**src/rtl/sonic_array.sv**
```systemverilog
// rtl/sonic_array.sv - round-robin multi-channel ultrasonic ranger with zone classification
// Fires one sensor per slot, times its echo in microseconds and divides by US_PER_CM to get centimetres.
module sonic_array #(
   parameter int CLK_HZ     = 50000000,
   parameter int N_CH       = 2,
   parameter int DIST_W     = 9,
   parameter int TRIG_US    = 10,
   parameter int SLOT_US    = 40000,
   parameter int TIMEOUT_US = 30000,
   parameter int US_PER_CM  = 58,
   parameter int NEAR_CM    = 10,
   parameter int MID_CM     = 30,
   parameter int FAR_CM     = 50
) (
   input  logic                   clock,
   input  logic                   reset_n,
   input  logic                   enable,
   input  logic [N_CH-1:0]        echo,
   output logic [N_CH-1:0]        trig,
   output logic [N_CH*DIST_W-1:0] distance,
   output logic [N_CH*2-1:0]      zone,
   output logic [N_CH-1:0]        timeout,
   output logic                   valid,
   output logic [2:0]             valid_ch,
   output logic                   buzzer,
   output logic                   red_led,
   output logic                   green_led,
   output logic                   blue_led
);

   localparam int DIV      = CLK_HZ / 1000000;
   localparam int TKW      = (DIV > 1) ? $clog2(DIV) : 1;
   localparam int TRIG_CLK = TRIG_US * DIV;
   localparam int SLOT_CLK = SLOT_US * DIV;
   // Slot timer is sized for twice the slot so a late rise plus a long echo cannot wrap it
   localparam int SW       = $clog2(2 * SLOT_CLK);
   localparam int CW0      = $clog2(TIMEOUT_US + 1);
   localparam int CW1      = $clog2(US_PER_CM + 1);
   localparam int CW       = (CW0 > CW1) ? CW0 : CW1;
   localparam int CHW      = (N_CH > 1) ? $clog2(N_CH) : 1;

   localparam logic [TKW-1:0]  TK_MAX   = TKW'(DIV - 1);
   localparam logic [SW-1:0]   TRIG_END = SW'(TRIG_CLK - 1);
   localparam logic [SW-1:0]   SLOT_END = SW'(SLOT_CLK - 1);
   localparam logic [CW-1:0]   TMO_END  = CW'(TIMEOUT_US - 1);
   localparam logic [CW-1:0]   DIVISOR  = CW'(US_PER_CM);
   localparam logic [N_CH-1:0] ONE      = N_CH'(1);

   typedef enum logic [2:0] {
      S_IDLE, S_TRIG, S_WAIT_RISE, S_MEASURE, S_DIVIDE, S_RESULT, S_WAIT_SLOT
   } state_t;

   state_t                  r_state;
   logic [TKW-1:0]          r_tick_cnt;
   logic [N_CH-1:0]         r_sync1, r_sync2, r_prev;
   logic [CHW-1:0]          r_ch;
   logic [SW-1:0]           r_slot;
   logic [CW-1:0]           r_cnt;
   logic [CW-1:0]           r_rem;
   logic [DIST_W-1:0]       r_quo;
   logic                    r_tmo;
   logic [N_CH-1:0]         r_trig;
   logic [N_CH*DIST_W-1:0]  r_dist;
   logic [N_CH*2-1:0]       r_zone;
   logic [N_CH-1:0]         r_tmo_o;
   logic [N_CH-1:0]         r_meas;
   logic                    r_valid;
   logic [2:0]              r_valid_ch;
   logic                    r_buzzer, r_red, r_green, r_blue;

   logic                    w_us_tick;
   logic                    w_echo;
   logic                    w_rise;
   logic [CHW-1:0]          w_ch_next;
   logic                    w_any;
   logic [DIST_W-1:0]       w_min;
   logic [1:0]              w_min_zone;

   function automatic logic [1:0] f_zone(input logic [DIST_W-1:0] d);
      if (d < DIST_W'(NEAR_CM))      return 2'd0;
      else if (d < DIST_W'(MID_CM))  return 2'd1;
      else if (d <= DIST_W'(FAR_CM)) return 2'd2;
      else                           return 2'd3;
   endfunction

   assign w_us_tick = (r_tick_cnt == TK_MAX);
   assign w_echo    = r_sync2[r_ch];
   assign w_rise    = r_sync2[r_ch] & ~r_prev[r_ch];
   assign w_ch_next = (r_ch == CHW'(N_CH - 1)) ? '0 : r_ch + CHW'(1);

   always_ff @(posedge clock or negedge reset_n) begin
      if (!reset_n) begin
         r_tick_cnt <= '0;
         r_sync1    <= '0;
         r_sync2    <= '0;
         r_prev     <= '0;
      end else begin
         r_tick_cnt <= w_us_tick ? '0 : r_tick_cnt + TKW'(1);
         r_sync1    <= echo;
         r_sync2    <= r_sync1;
         r_prev     <= r_sync2;
      end
   end

   always_ff @(posedge clock or negedge reset_n) begin
      if (!reset_n) begin
         r_state    <= S_IDLE;
         r_ch       <= '0;
         r_slot     <= '0;
         r_cnt      <= '0;
         r_rem      <= '0;
         r_quo      <= '0;
         r_tmo      <= 1'b0;
         r_trig     <= '0;
         r_dist     <= '0;
         r_zone     <= '1;
         r_tmo_o    <= '0;
         r_meas     <= '0;
         r_valid    <= 1'b0;
         r_valid_ch <= '0;
      end else begin
         r_valid <= 1'b0;
         if (r_state != S_IDLE) r_slot <= r_slot + SW'(1);
         // Losing enable abandons the slot; stored results and the channel pointer survive
         if (r_state != S_IDLE && !enable) begin
            r_state <= S_IDLE;
            r_trig  <= '0;
         end else begin
            case (r_state)
               S_IDLE: begin
                  r_slot <= '0;
                  if (enable) begin
                     r_state <= S_TRIG;
                     r_trig  <= ONE << r_ch;
                     r_tmo   <= 1'b0;
                  end
               end
               S_TRIG: begin
                  if (r_slot == TRIG_END) begin
                     r_trig  <= '0;
                     r_cnt   <= '0;
                     r_state <= S_WAIT_RISE;
                  end
               end
               S_WAIT_RISE: begin
                  if (w_rise) begin
                     r_cnt   <= '0;
                     r_state <= S_MEASURE;
                  end else if (w_us_tick) begin
                     if (r_cnt == TMO_END) begin
                        r_tmo   <= 1'b1;
                        r_state <= S_RESULT;
                     end else begin
                        r_cnt <= r_cnt + CW'(1);
                     end
                  end
               end
               S_MEASURE: begin
                  if (!w_echo) begin
                     r_rem   <= r_cnt;
                     r_quo   <= '0;
                     r_state <= S_DIVIDE;
                  end else if (w_us_tick) begin
                     if (r_cnt == TMO_END) begin
                        r_tmo   <= 1'b1;
                        r_state <= S_RESULT;
                     end else begin
                        r_cnt <= r_cnt + CW'(1);
                     end
                  end
               end
               S_DIVIDE: begin
                  if (r_rem < DIVISOR) begin
                     r_state <= S_RESULT;
                  end else begin
                     r_rem <= r_rem - DIVISOR;
                     if (r_quo != '1) r_quo <= r_quo + DIST_W'(1);
                  end
               end
               S_RESULT: begin
                  r_dist[r_ch*DIST_W +: DIST_W] <= r_tmo ? '1 : r_quo;
                  r_zone[r_ch*2 +: 2]           <= r_tmo ? 2'd3 : f_zone(r_quo);
                  r_tmo_o[r_ch]                 <= r_tmo;
                  r_meas[r_ch]                  <= 1'b1;
                  r_valid                       <= 1'b1;
                  r_valid_ch                    <= 3'(r_ch);
                  r_state                       <= S_WAIT_SLOT;
               end
               S_WAIT_SLOT: begin
                  if (r_slot >= SLOT_END) begin
                     r_ch    <= w_ch_next;
                     r_slot  <= '0;
                     r_trig  <= ONE << w_ch_next;
                     r_tmo   <= 1'b0;
                     r_state <= S_TRIG;
                  end
               end
               default: r_state <= S_IDLE;
            endcase
         end
      end
   end

   // Nearest channel among those holding a real (non-timed-out) measurement
   always_comb begin
      w_any = 1'b0;
      w_min = '1;
      for (int k = 0; k < N_CH; k++) begin
         if (r_meas[k] && !r_tmo_o[k] && (!w_any || r_dist[k*DIST_W +: DIST_W] < w_min)) begin
            w_min = r_dist[k*DIST_W +: DIST_W];
            w_any = 1'b1;
         end
      end
   end

   assign w_min_zone = f_zone(w_min);

   always_ff @(posedge clock or negedge reset_n) begin
      if (!reset_n) begin
         r_buzzer <= 1'b0;
         r_red    <= 1'b1;
         r_green  <= 1'b1;
         r_blue   <= 1'b1;
      end else if (!w_any) begin
         r_buzzer <= 1'b0;
         r_red    <= 1'b1;
         r_green  <= 1'b1;
         r_blue   <= 1'b1;
      end else begin
         r_buzzer <= (w_min_zone == 2'd0);
         r_red    <= (w_min_zone != 2'd0);
         r_green  <= (w_min_zone != 2'd1);
         r_blue   <= (w_min_zone != 2'd2);
      end
   end

   assign trig      = r_trig & {N_CH{enable}};
   assign distance  = r_dist;
   assign zone      = r_zone;
   assign timeout   = r_tmo_o;
   assign valid     = r_valid;
   assign valid_ch  = r_valid_ch;
   assign buzzer    = r_buzzer;
   assign red_led   = r_red;
   assign green_led = r_green;
   assign blue_led  = r_blue;

endmodule

```
**config.mk**
```make
export PLATFORM = sky130hd
export DESIGN_NAME = sonic_array
export DESIGN_NICKNAME = d
export VERILOG_FILES = /design/src/rtl/sonic_array.sv
export SDC_FILE = /design/constraint.sdc
export NUM_CORES = 1
export LEC_CHECK = 0
export BUFFER_PORTS_ARGS = -buffer_cell sky130_fd_sc_hd__buf_2
export CAP_MARGIN = 20
export CORE_MARGIN = 8
export CORE_UTILIZATION = 55
export CTS_BUF_LIST = sky130_fd_sc_hd__clkbuf_8
export CTS_CLUSTER_SIZE = 30
export DETAILED_ROUTE_END_ITERATION = 7
export HOLD_SLACK_MARGIN = 0.12
export PLACE_DENSITY = 0.81
export SYNTH_ARGS = -nofsm -noshare
export SYNTH_HDL_FRONTEND = slang
export SYNTH_SLANG_ARGS = --single-unit
```
**constraint.sdc**
```tcl
create_clock -name clock -period 2.71 [get_ports clock]
set_input_delay 0.1355 -clock clock [delete_from_list [all_inputs] [get_ports clock]]
set_output_delay 0.1355 -clock clock [all_outputs]
set_load 0.02 [all_outputs]
```
==> out/results.env, run 1 <==
OUTCOME='finished, final reports clean'
FMAXACHIEVABLE_GHz=0.398
HPWLAFTERDP_UM=9790
CORE.ROWCOUNT=38
POSTCTSSETUPREPAIRBUFS=0
POWER.DENSITY_CELL_AREA_nW_PER_UM2=658
WL_MET3_UM=666
GRT_SETUP_UNREPAIRED='false'
NUM-NETS-FINAL=719
WORST_SETUP_PATH_START_KIND='flop'
SYNTHTOLAYOUTAREAGROWTH_PCT=8.68
DIE_AREA_UM2=14800
ANT_NETS=0
BOUNDARYPINS=39
NUMBER_OF_MAXIMUM_CAPACITANCE_CONSTRAINT_VIOLATIONS=0
YOSYS_WARNINGS=0
WL_MET1_UM=6320
CLKLATENCYLATEPIN_NS=0.39
SYNTH_AREA_IN_COMPOUND_GATES=0.194
CTS.SINK_COUNT=111
MET2_LENGTH_UM=6560
FINALINSTANCEAREA_UM2=6690
DRT-INITIAL-DRC-COUNT=496
MOST_NUMEROUS_CELL_IN_THE_YOSYS_NETLIST='dfrtp_1'
YOSYS_MOST_USED_DFF='dfrtp_1'
FINAL_CRITICAL_PATH_SETUP_SLACK_NS=0.200
POST_DRT_VIA_CELL_RATIO=6.07
LAYOUT-DRIVE-GT1-SHARE=0.139
WIRE_PER_INST_UM=16.3
GLOBAL_ROUTE_WIRE_LENGTH_BEFORE_REPAIR_UM=23900
SETUP.WORST_PATH.CLASS='flop to flop'
SYNTH_AREA_PER_CELL_UM2=9.17
GP_CONGESTION=0.866
CRIT_ARRIVAL_NS=2.83
NUMBER_OF_SYNTHESIZED_FLOPS_WITH_AN_ENABLE_PIN=0
SYNTH_FA_HA_AREA_FRAC=0.0305
START_UTIL=0.565
POWER.STATIC_LEAKAGE_uW=0.00301
FINALSETUPTNS_NS=0
CRITICAL_PATH_REQUIRED_NS=3.03
WHS_NS=0.170
SYNTHSIMPLEGATEAREAFRAC=0.217
SYNTH_SEQ_AREA_SHARE=0.453
ROOT_BUFFER='clkbuf_8'
CTS-ROOT-TO-SINK-BUFFERS=2
SYNTHDISTINCTLIBCELLS=84
DIE-HEIGHT_UM=122
XOR_XNOR_CELL_AREA_SHARE_OF_THE_YOSYS_NETLIST=0.0455
SYNTHTOPCELLSBYCOUNT='dfrtp_1 (104), nor2_1 (98), nand2_1 (52)'
SYNTH_TOP_CELL_AREA_SHARE=0.423
DRCVIOLATIONCOUNT=0
SYNTHDOMINANTAREACELLTYPE='dfrtp_1'
WORST_SETUP_PATH_END_KIND='flop'
REGAREA_UM2=2790
POST-ROUTE-MIN-PERIOD_NS=2.51
FINALCRITPERIODSHARE=0.926
GRT.TOTAL_USAGE=0.196
CRITICAL_PATH_PEAK_FANOUT=12
FINISHED_CORE_UTIL=0.614
CTS_MADE_BUFFERS=9
CLOCK_TREE_FROM_TRITONCTS='built'
FINCLKSKEW_NS=0.0106
SYNTH.CELL_AREA_UM2=6150
IR_WORST_VDD_mV=0.486
DETAIL_ROUTE.WIRELENGTH_UM=13800
IO_PORT_BUFS=36
GLOBAL_ROUTE.OVERFLOW_TOTAL=0
SETUP-VIOLATIONS-FINAL=0
CORE_AREA_UM2=10900
MIN_PATH_TYPE='input port to flop'
MAX_SLEW_MARGIN=0.522
MULTI_INPUT_COMB_AREA_UM2=3130
HIGHEST-SIGNAL-LAYER='met4'
FINAL-HOLD-VIOLATION-COUNT=0
CLK_TRANSITION_REPORTED_PATHS_NS=0.11
GRT_START_MAX_NET_PINS=58
SYNTH_TOP_FAMILY_BY_AREA='simple AND/OR/NAND/NOR gates'
ANTENNA_CELLS=0
WORST_PIN_SLEW_NS=0.717
ANTENNA_VIOLATIONS_BEFORE_REPAIR=0
FP.DIEW_UM=122
FILLERS=919
ROUTE.VIAS.TOTAL=5123
NUMBER_OF_GLOBAL_ROUTE_VIAS_BEFORE_REPAIR=4872
POST_SYNTHESIS_MUX_AREA_SHARE=0.0185
DR.PASS1.ITERS=5
NUMBER_OF_SYNTHESIZED_REGISTER_BITS=111
CLOCK_TREE.HTREE_LEVEL_COUNT=3
SYNTHARSTFLOPSHARE=1.00
SLEW_VIOL_FINAL=0
COUNT_OF_MAPPED_CELLS_OUT_OF_SYNTHESIS=671
DPL-INSTANCE-AREA_UM2=6460
PRE_CTS_WS_NS=0.164
SYNTHTOPCELLSBYAREA='dfrtp_1 (42%), nor2_1 (6.0%), a21oi_1 (3.9%)'
worst paths after layout:
check | cells after the start | from | slack (ns) | to
worst min-delay path | 3 | enable | 0.17 | r_state[2]$_DFFE_PN0P_
max in group asynchronous | 3 | reset_n | 1.59 | zone[3]$_DFFE_PN1P_
worst max-delay path | 9 | timeout[0]$_DFFE_PN0P_ | 0.20 | red_led$_DFF_PN1_
worst max register to register | 9 | timeout[0]$_DFFE_PN0P_ | 0.20 | red_led$_DFF_PN1_
min in group asynchronous | 2 | reset_n | 0.35 | distance[9]$_DFFE_PN0P_
worst min register to register | 0 | r_sync1[0]$_DFF_PN0_ | 0.36 | r_sync2[0]$_DFF_PN0_
critical path: stages, from the launching register on:
cell and delay, ns:
dfrtp_1 0.42, or2b_4 0.31, nor2_1 0.20, ha_1 0.29, a21oi_1 0.16, o21a_1 0.14, o2111a_1 0.30, nor2_2 0.11
o32a_1 0.37, nand2b_1 0.15
cell type report:
class / count / share of cell area
well taps: 140 / 0.0262
repair buffers: 55 / 0.0516
clock buffers: 9 / 0.0185
inverters: 17 / 0.00954
clock inverters: 7 / 0.00992
flip-flops and latches: 111 / 0.417
multi-input cells: 505 / 0.468
through the flow:
step / power, µW / std cells
floorplan: 3020 / 672
finish: 4400 / 844
detailed placement: 3410 / 825
global placement: 3350 / 825
global route: 4690 / 844
CTS: 4410 / 844
report_power, final:
part,total [µW],switching (µW),internal (µW),leakage (µW)
Clock,991,567,423,0.0000982
Sequential,2080,241,1840,0.00147
Combinational,1330,811,516,0.00144
placed cells by master (no fill, tap or decap), types with 6 or more instances in the layout:
| cell | instances |
|---|---|
| dfrtp_1 | 104 |
| nor2_1 | 98 |
| nand2_1 | 52 |
| a21oi_1 | 47 |
| o21ai_0 | 40 |
| buf_2 | 35 |
| nand3_1 | 24 |
| inv_1 | 18 |
| xor2_1 | 17 |
| buf_4 | 16 |
| nand4_1 | 15 |
| xnor2_1 | 15 |
| ha_1 | 15 |
| and3_1 | 13 |
| nor3_1 | 13 |
| o31ai_1 | 11 |
| and2_1 | 9 |
| clkbuf_8 | 9 |
| or3_1 | 7 |
| a31oi_1 | 7 |
| dfstp_2 | 7 |
| o22ai_1 | 6 |
flip-flops by register name (all words and copies together) (netlist names), 2 cells and up:
register / cells
r_cnt: 15
r_sync1: 2
zone: 4
r_prev: 2
r_meas: 2
r_slot: 22
r_trig: 2
timeout: 2
r_state: 3
distance: 18
r_tick_cnt: 6
r_rem: 14
r_sync2: 2
r_quo: 9
metal layers:
layer	vias to the layer above	track usage
li1	2476	-
met1	2495	0.266
met2	132	0.306
met3	20	0.0319
met4	0	0.0763
met5	-	0
kinds of logic (layout without fill, tap and decap cells):
| kind of cell | after synthesis | in the layout |
|---|---|---|
| other cells | 1 | 2 |
| flops | 111 | 111 |
| compound gates | 177 | 177 |
| mux | 10 | 10 |
| buf+inv | 56 | 88 |
| xor+xnor | 32 | 32 |
| fa+ha+maj | 15 | 15 |
| simple gates | 269 | 269 |
repair_timing:
action,CTS,global route
endpoints found under the hold margin,55,0
hold buffers,3,0
resized for setup,0,2
setup endpoints to repair,0,9
Note: power is estimated with default switching activity, not from simulation.
==> inputs of run 2 (changes only) <==
Settings changed: CAP_MARGIN 20 to default, PLACE_DENSITY 0.81 to 0.78.
Clock period 2.71 ns to 3 ns, I/O delays scaled along.
==> out/results.env, run 2 (synthesis results as in run 1) <==
CLKLATENCYLATEPIN_NS=0.38  # about the same
DR.PASS1.ITERS=5  # unchanged
BOUNDARYPINS=39  # unchanged
GRT_START_MAX_NET_PINS=53  # -8.6%
DIE_AREA_UM2=14800  # unchanged
OUTCOME='finished, final reports clean'
LAYOUT.CELLS.MOST_COMMON_LIST='dfrtp_1 (104), nor2_1 (98), nand2_1 (52), a21oi_1 (48), o21ai_0 (40)'
CLOCK_TREE.HTREE_LEVEL_COUNT=3  # unchanged
GLOBAL_ROUTE.OVERFLOW_TOTAL=0  # unchanged
FINALINSTANCEAREA_UM2=6640  # -0.67%
GP_CONGESTION=0.877  # +1.2%
GLOBAL_ROUTE_WIRE_LENGTH_BEFORE_REPAIR_UM=23900  # unchanged
CELL_INTERNAL_PWR_uW=2450  # -12%
FINAL-HOLD-VIOLATION-COUNT=0  # unchanged
FILLERS=924  # +0.54%
CRITICAL_PATH_PEAK_FANOUT=12  # unchanged
MIN_PATH_TYPE='input port to flop'
LAYOUT.CELLS.MOST_COMMON='dfrtp_1'
IR_WORST_VDD_mV=0.344  # -29%
POST-ROUTE-MIN-PERIOD_NS=2.78  # +0.275 ns
IO_PORT_BUFS=36  # unchanged
CORE.ROWCOUNT=38  # unchanged
LARGEST-REGISTER='r_slot'
FP.DIEW_UM=122  # unchanged
MAX_SLEW_MARGIN=0.517  # -0.00486
FINALCRITPERIODSHARE=0.928  # +0.00224
POST_DRT_VIA_CELL_RATIO=6.07  # about the same
FMAXACHIEVABLE_GHz=0.359  # -9.9%
LAYOUT-DRIVE-GT1-SHARE=0.134  # -0.00492
REGAREA_UM2=2790  # unchanged
WHS_PATH_DEPTH=3  # unchanged
ANTENNA_VIOLATIONS_BEFORE_REPAIR=0  # unchanged
NUM-NETS-FINAL=715  # -0.56%
POWER.SHARE.COMBINATIONAL=0.292  # -0.010
CTS.REPAIR.RESIZED=0  # unchanged
SETUP-VIOLATIONS-FINAL=0  # unchanged
DRT-INITIAL-DRC-COUNT=462  # -6.9%
FINCLKSKEW_NS=0.0104  # -0.000138 ns
CRITICAL_PATH_REQUIRED_NS=3.31  # +0.28 ns
LARGEST_REG_FLOPS=22  # unchanged
WORST_PIN_SLEW_NS=0.723  # +0.00554 ns
DPL-INSTANCE-AREA_UM2=6430  # -0.46%
CRIT_ARRIVAL_NS=3.10  # +0.27 ns
CTS.SINK_COUNT=111  # unchanged
DIE-HEIGHT_UM=122  # unchanged
NUMBER_OF_GLOBAL_ROUTE_VIAS_BEFORE_REPAIR=4971  # +2.0%
SLEW_VIOL_FINAL=0  # unchanged
CORE_AREA_UM2=10900  # unchanged
SETUP.WORST_PATH.CLASS='flop to flop'
GRT_SETUP_UNREPAIRED='false'
CTS_MADE_BUFFERS=9  # unchanged
ROUTE.VIAS.TOTAL=5102  # -0.41%
CLOCK_TREE_FROM_TRITONCTS='built'
ROOT_BUFFER='clkbuf_8'
WORST_SETUP_PATH_END_KIND='flop'
CTS-ROOT-TO-SINK-BUFFERS=2  # unchanged
ANT_NETS=0  # unchanged
DRCVIOLATIONCOUNT=0  # unchanged
SEQ_POWER_SHARE=0.487  # +0.014
NUMBER_OF_MAXIMUM_CAPACITANCE_CONSTRAINT_VIOLATIONS=0  # unchanged
DETAIL_ROUTE.WIRELENGTH_UM=13700  # -0.20%
SYNTHTOLAYOUTAREAGROWTH_PCT=7.95
PWR-SHARE-CLK=0.220  # -0.005
ANTENNA_CELLS=0  # unchanged
HPWLAFTERDP_UM=9880  # +0.90%
MULTI_INPUT_COMB_AREA_UM2=3120  # -0.24%
WORST_SETUP_PATH_START_KIND='flop'
WIRE_PER_INST_UM=16.4  # +0.27%
NETSWITCHINGPOWER_uW=1450  # -11%
POWER.SWITCHING_FRACTION=0.372  # +0.00356
FINALSETUPTNS_NS=0  # unchanged
GRT.TOTAL_USAGE=0.194  # -0.00138
R2R.WORST_PATH.CELLS=9  # unchanged
POWER.DENSITY_CELL_AREA_nW_PER_UM2=587  # -11%
CLK_TRANSITION_REPORTED_PATHS_NS=0.10  # about the same
START_UTIL=0.565  # unchanged
POWER.STATIC_LEAKAGE_uW=0.00299  # -0.79%
==> run 2: changes by cell type in the layout (fill, tap and decap cells not counted) <==
| cell | change |
|---|---|
| inv_1 | -2 |
| clkbuf_8 | +2 |
| clkinv_2 | +2 |
| bufinv_16 | -1 |
| buf_4 | -4 |
| a21oi_2 | -1 |
| or2b_1 | +1 |
| clkinvlp_4 | -1 |
| a21oi_1 | +1 |
| or2b_4 | -1 |
==> run 2: path summary, 6_finish.rpt <==
check                                  startpoint                     end  slack [ns]
setup / recovery           timeout[0]$_DFFE_PN0P_       red_led$_DFF_PN1_        0.22
setup reg to reg           timeout[0]$_DFFE_PN0P_       red_led$_DFF_PN1_        0.22
hold / removal                             enable  r_state[2]$_DFFE_PN0P_        0.18
max in group asynchronous                 reset_n     zone[2]$_DFFE_PN1P_        1.98
hold reg to reg              r_sync1[1]$_DFF_PN0_    r_sync2[1]$_DFF_PN0_        0.36
min in group asynchronous                 reset_n        buzzer$_DFF_PN0_        0.31
==> run 2: critical path, stage by stage, from the launching register on <==
cell and delay (ns):
dfrtp_1 0.41, or2b_1 0.37, nor2_1 0.21, ha_1 0.28
a211o_1 0.27, o211ai_1 0.10, o2111a_1 0.42, nor2_2 0.13
o32a_1 0.38, nand2b_1 0.16
==> run 2: area by class of cell <==
cell class | instances | share of cell area
Clock buffer | 11 | 0.0228
Clock inverter | 5 | 0.00471
Tap cell | 140 | 0.0264
Sequential cell | 111 | 0.419
Multi-Input combinational cell | 505 | 0.470
Inverter | 17 | 0.00961
Timing Repair Buffer | 51 | 0.0475
==> run 2: routing by layer <==
layer / vias to the layer above / global-route usage / part of all wire
met5: - / 0 / 0
li1: 2464 / - / -
met2: 117 / 0.303 / 0.48
met3: 20 / 0.0375 / 0.046
met1: 2501 / 0.263 / 0.46
met4: 0 / 0.0709 / 0.014
==> run 2: power by group through the flow <==
stage / clock (µW) / sequential [µW] / combinational [µW]
finish: 859 / 1900 / 1140
global route: 943 / 1930 / 1290
CTS: 874 / 1890 / 1140
detailed placement: 0 / 1920 / 1140
global placement: 0 / 1910 / 1090
floorplan: 0 / 1860 / 869
==> run 2: timing repair <==
item / in CTS / in global routing
setup buffers: 0 / 0
hold buffers: 3 / 0
hold endpoints to repair: 38 / 0
==> run 2: metrics by stage <==
| step | cells | setup WS [ns] | hold WS [ns] | power [µW] | utilization |
|---|---|---|---|---|---|
| floorplan | 672 | 0.373 | -0.146 | 2730 | - |
| global placement | 821 | 0.335 | 0.185 | 3000 | 0.591 |
| detailed placement | 821 | 0.252 | 0.193 | 3060 | 0.591 |
| CTS | 840 | 0.230 | 0.151 | 3910 | 0.610 |
| global route | 840 | 0.0390 | 0.191 | 4170 | 0.610 |
| finish | 840 | 0.215 | 0.177 | 3900 | 0.610 |
==> inputs of run 3 (changes only) <==
Settings changed: ABC_AREA from default to 1, SLEW_MARGIN from default to 20.
==> out/results.env, run 3 <==
OUTCOME='finished, final reports clean'
NUMBER_OF_MAXIMUM_CAPACITANCE_CONSTRAINT_VIOLATIONS=0  # unchanged
START_UTIL=0.554  # -0.0110
DETAIL_ROUTE.WIRELENGTH_UM=14000  # +2.2%
WORST_SETUP_PATH_END_KIND='flop'
MIN_PATH_TYPE='input port to flop'
SYNTH_TOP_FAMILY_BY_AREA='simple AND/OR/NAND/NOR gates'
CLKLATENCYLATEPIN_NS=0.39  # about the same
FINALSETUPTNS_NS=0  # unchanged
POSTCTSSETUPREPAIRBUFS=0  # unchanged
SYNTHTOLAYOUTAREAGROWTH_PCT=8.33
CLK_TRANSITION_REPORTED_PATHS_NS=0.11  # about the same
CTS_MADE_BUFFERS=9  # unchanged
R2R.WORST_PATH.CELLS=18  # +9
R2R-START='timeout[0]$_DFFE_PN0P_'
WORST_SETUP_PATH_START_KIND='flop'
FP.DIEW_UM=125  # +2.7%
SYNTHSIMPLEGATEAREAFRAC=0.295  # +0.0780
DIE-HEIGHT_UM=125  # +2.7%
IR_WORST_VDD_mV=0.346  # +0.61%
FINAL-HOLD-VIOLATION-COUNT=0  # unchanged
ROUTE.VIAS.TOTAL=5635  # +10%
FINALCRITPERIODSHARE=0.840  # -0.0880
SLEW_VIOL_FINAL=0  # unchanged
IO_PORT_BUFS=36  # unchanged
SYNTH_TOP_CELL_AREA_SHARE=0.398  # -0.0253
CORE.ROWCOUNT=40  # +5.3%
DRT-INITIAL-DRC-COUNT=452  # -2.2%
CLOCK_TREE.HTREE_LEVEL_COUNT=3  # unchanged
NUMBER_OF_GLOBAL_ROUTE_VIAS_BEFORE_REPAIR=5147  # +3.5%
NUMBER_OF_SYNTHESIZED_REGISTER_BITS=111  # unchanged
FILLERS=1064  # +15%
SYNTHDOMINANTAREACELLTYPE='dfrtp_1'
FINISHED_CORE_UTIL=0.600  # -0.00977
SETUP.WORST_PATH.CLASS='flop to flop'
FINCLKSKEW_NS=0.0106  # +0.000162 ns
LAYOUT.CELLS.MOST_COMMON='nand2_1'
XOR_XNOR_CELL_AREA_SHARE_OF_THE_YOSYS_NETLIST=0.0509  # +0.00530
WORST_PIN_SLEW_NS=0.695  # -0.0272 ns
SYNTH_SEQ_AREA_SHARE=0.426  # -0.0271
WIRE_PER_INST_UM=13.4  # -18%
POWER.STATIC_LEAKAGE_uW=0.00360  # +21%
GLOBAL_ROUTE_WIRE_LENGTH_BEFORE_REPAIR_UM=23900  # about the same
MAX_SLEW_MARGIN=0.536  # +0.0188
SYNTH_AREA_IN_COMPOUND_GATES=0.102  # -0.0919
CLOCK_TREE_FROM_TRITONCTS='built'
ROOT_BUFFER='clkbuf_8'
SYNTH_FA_HA_AREA_FRAC=0.0287  # -0.00182
HOLD_PATH.STARTPOINT='enable'
WHS_PATH_DEPTH=3  # unchanged
YOSYS_WARNINGS=0  # unchanged
ANTENNA_VIOLATIONS_BEFORE_REPAIR=0  # unchanged
GRT.TOTAL_USAGE=0.181  # -0.0135
CRITICAL_PATH_REQUIRED_NS=3.33  # +0.02 ns
SYNTH_AREA_PER_CELL_UM2=7.54  # -18%
TIMING.RR.END='blue_led$_DFF_PN1_'
GRT_START_MAX_NET_PINS=76  # +43%
SETUP-VIOLATIONS-FINAL=0  # unchanged
NUM-NETS-FINAL=919  # +29%
SYNTHDISTINCTLIBCELLS=43  # -49%
LARGEST-REGISTER='r_slot'
NUMBER_OF_SYNTHESIZED_FLOPS_WITH_AN_ENABLE_PIN=0  # unchanged
HPWLAFTERDP_UM=10300  # +3.8%
CTS.SINK_COUNT=111  # unchanged
POWER.DENSITY_CELL_AREA_nW_PER_UM2=713  # +22%
GLOBAL_ROUTE.OVERFLOW_TOTAL=0  # unchanged
MIN_DELAY_WORST_ENDPOINT='r_ch$_DFFE_PN0P_'
YOSYS_MOST_USED_DFF='dfrtp_1'
DRCVIOLATIONCOUNT=0  # unchanged
REG2REG_SLACK_NS=0.48  # +0.26 ns
POST_SYNTHESIS_MUX_AREA_SHARE=0.0138  # -0.00474
COUNT_OF_MAPPED_CELLS_OUT_OF_SYNTHESIS=868  # +29%
SYNTH.CELL_AREA_UM2=6550  # +6.4%
SYNTHTOPCELLSBYCOUNT='nand2_1 (192), inv_1 (110), nor2_1 (110)'
POST_DRT_VIA_CELL_RATIO=5.36  # -12%
GRT_SETUP_UNREPAIRED='false'
CORE_AREA_UM2=11800  # +8.5%
CRIT_ARRIVAL_NS=2.85  # -0.25 ns
MOST_NUMEROUS_CELL_IN_THE_YOSYS_NETLIST='nand2_1'
ANT_NETS=0  # unchanged
LAYOUT.CELLS.MOST_COMMON_LIST='nand2_1 (190), inv_1 (111), nor2_1 (110), dfrtp_1 (104), nand3_1 (63)'
POST-ROUTE-MIN-PERIOD_NS=2.52  # -0.264 ns
SYNTHTOPCELLSBYAREA='dfrtp_1 (40%), nand2_1 (11%), inv_1 (6.3%)'
SYNTHARSTFLOPSHARE=1.00  # unchanged
LARGEST_REG_FLOPS=22  # unchanged
DIE_AREA_UM2=15600  # +5.5%
POST-LAYOUT-TOTAL-POWER_uW=5060  # +30%
GP_CONGESTION=0.918  # +4.7%
BOUNDARYPINS=39  # unchanged
CRITICAL_PATH_PEAK_FANOUT=10  # -2
CTS-ROOT-TO-SINK-BUFFERS=2  # unchanged
DR.PASS1.ITERS=5  # unchanged
FMAXACHIEVABLE_GHz=0.397  # +10%
ANTENNA_CELLS=0  # unchanged
LAYOUT-DRIVE-GT1-SHARE=0.101  # -0.0336
run 3: what timing repair did:
| item | in CTS | in global routing |
|---|---|---|
| endpoints found under the hold margin | 38 | 0 |
| hold buffers | 3 | 0 |
| endpoints found under the setup margin | 0 | 4 |
| gates resized for setup | 0 | 2 |
run 3: per-stage QoR:
step / worst slack, ns / cell area [µm²] / cells / hold WS, ns
after detailed placement: 0.394 / 6850 / 1032 / 0.149
after global routing: 0.0372 / 7090 / 1051 / 0.153
after floorplan: 0.614 / 6550 / 869 / -0.146
after global placement: 0.477 / 6850 / 1032 / 0.144
final: 0.479 / 7090 / 1051 / 0.135
after CTS: 0.367 / 7090 / 1051 / 0.122
run 3: final cells by class:
class | count | area [µm²] | share of cell area
multi-input cells | 619 | 3220 | 0.455
flip-flops and latches | 111 | 2790 | 0.393
inverters | 114 | 428 | 0.0603
repair buffers | 44 | 263 | 0.0371
well taps | 147 | 184 | 0.0259
clock buffers | 9 | 124 | 0.0175
clock inverters | 7 | 82.6 | 0.0116
run 3: worst max path at each step:
stage	from	end	cells past startpoint
2_1_floorplan	timeout[0]$_DFFE_PN0P_	buzzer$_DFF_PN0_	17
3_3_place_gp	timeout[0]$_DFFE_PN0P_	buzzer$_DFF_PN0_	17
3_5_place_dp	timeout[0]$_DFFE_PN0P_	blue_led$_DFF_PN1_	18
4_1_cts	timeout[0]$_DFFE_PN0P_	blue_led$_DFF_PN1_	18
5_1_grt	timeout[0]$_DFFE_PN0P_	blue_led$_DFF_PN1_	18
6_report	timeout[0]$_DFFE_PN0P_	blue_led$_DFF_PN1_	18
run 3: cells by family after synthesis:
logic type | count (synthesis)
simple gates | 435
buf+inv | 139
compound gates | 121
flops | 111
xor+xnor | 38
fa+ha+maj | 15
mux | 8
other cells | 1
run 3: worst max-delay path, cell delays in order (launching register included):
cell,delay [ns]
dfrtp_1,0.41
nor2_1,0.17
inv_1,0.16
nor2_1,0.20
ha_1,0.28
nand2_1,0.07
nand2_1,0.04
nand2_1,0.05
nand2_1,0.04
nand2_1,0.05
nand3_1,0.08
nand2_2,0.16
nand2_2,0.15
nand2_1,0.10
nand2_1,0.11
nor2_1,0.13
nand3_1,0.09
nand2_1,0.08
nand3_1,0.07
run 3: per-layer routing:
layer	wire, µm	share of wire	track usage	up-vias
li1	-	-	-	2880
met5	0	0	0	-
met4	206	0.015	0.0645	0
met1	6810	0.48	0.241	2603
met2	6440	0.46	0.291	130
met3	591	0.042	0.0302	22
run 3: report_power, final:
| group | leakage [µW] | total [µW] | switching [µW] | internal (µW) |
|---|---|---|---|---|
| clock network | 0.000100 | 940 | 544 | 396 |
| logic | 0.00208 | 2050 | 1400 | 647 |
| registers | 0.00141 | 2070 | 277 | 1790 |
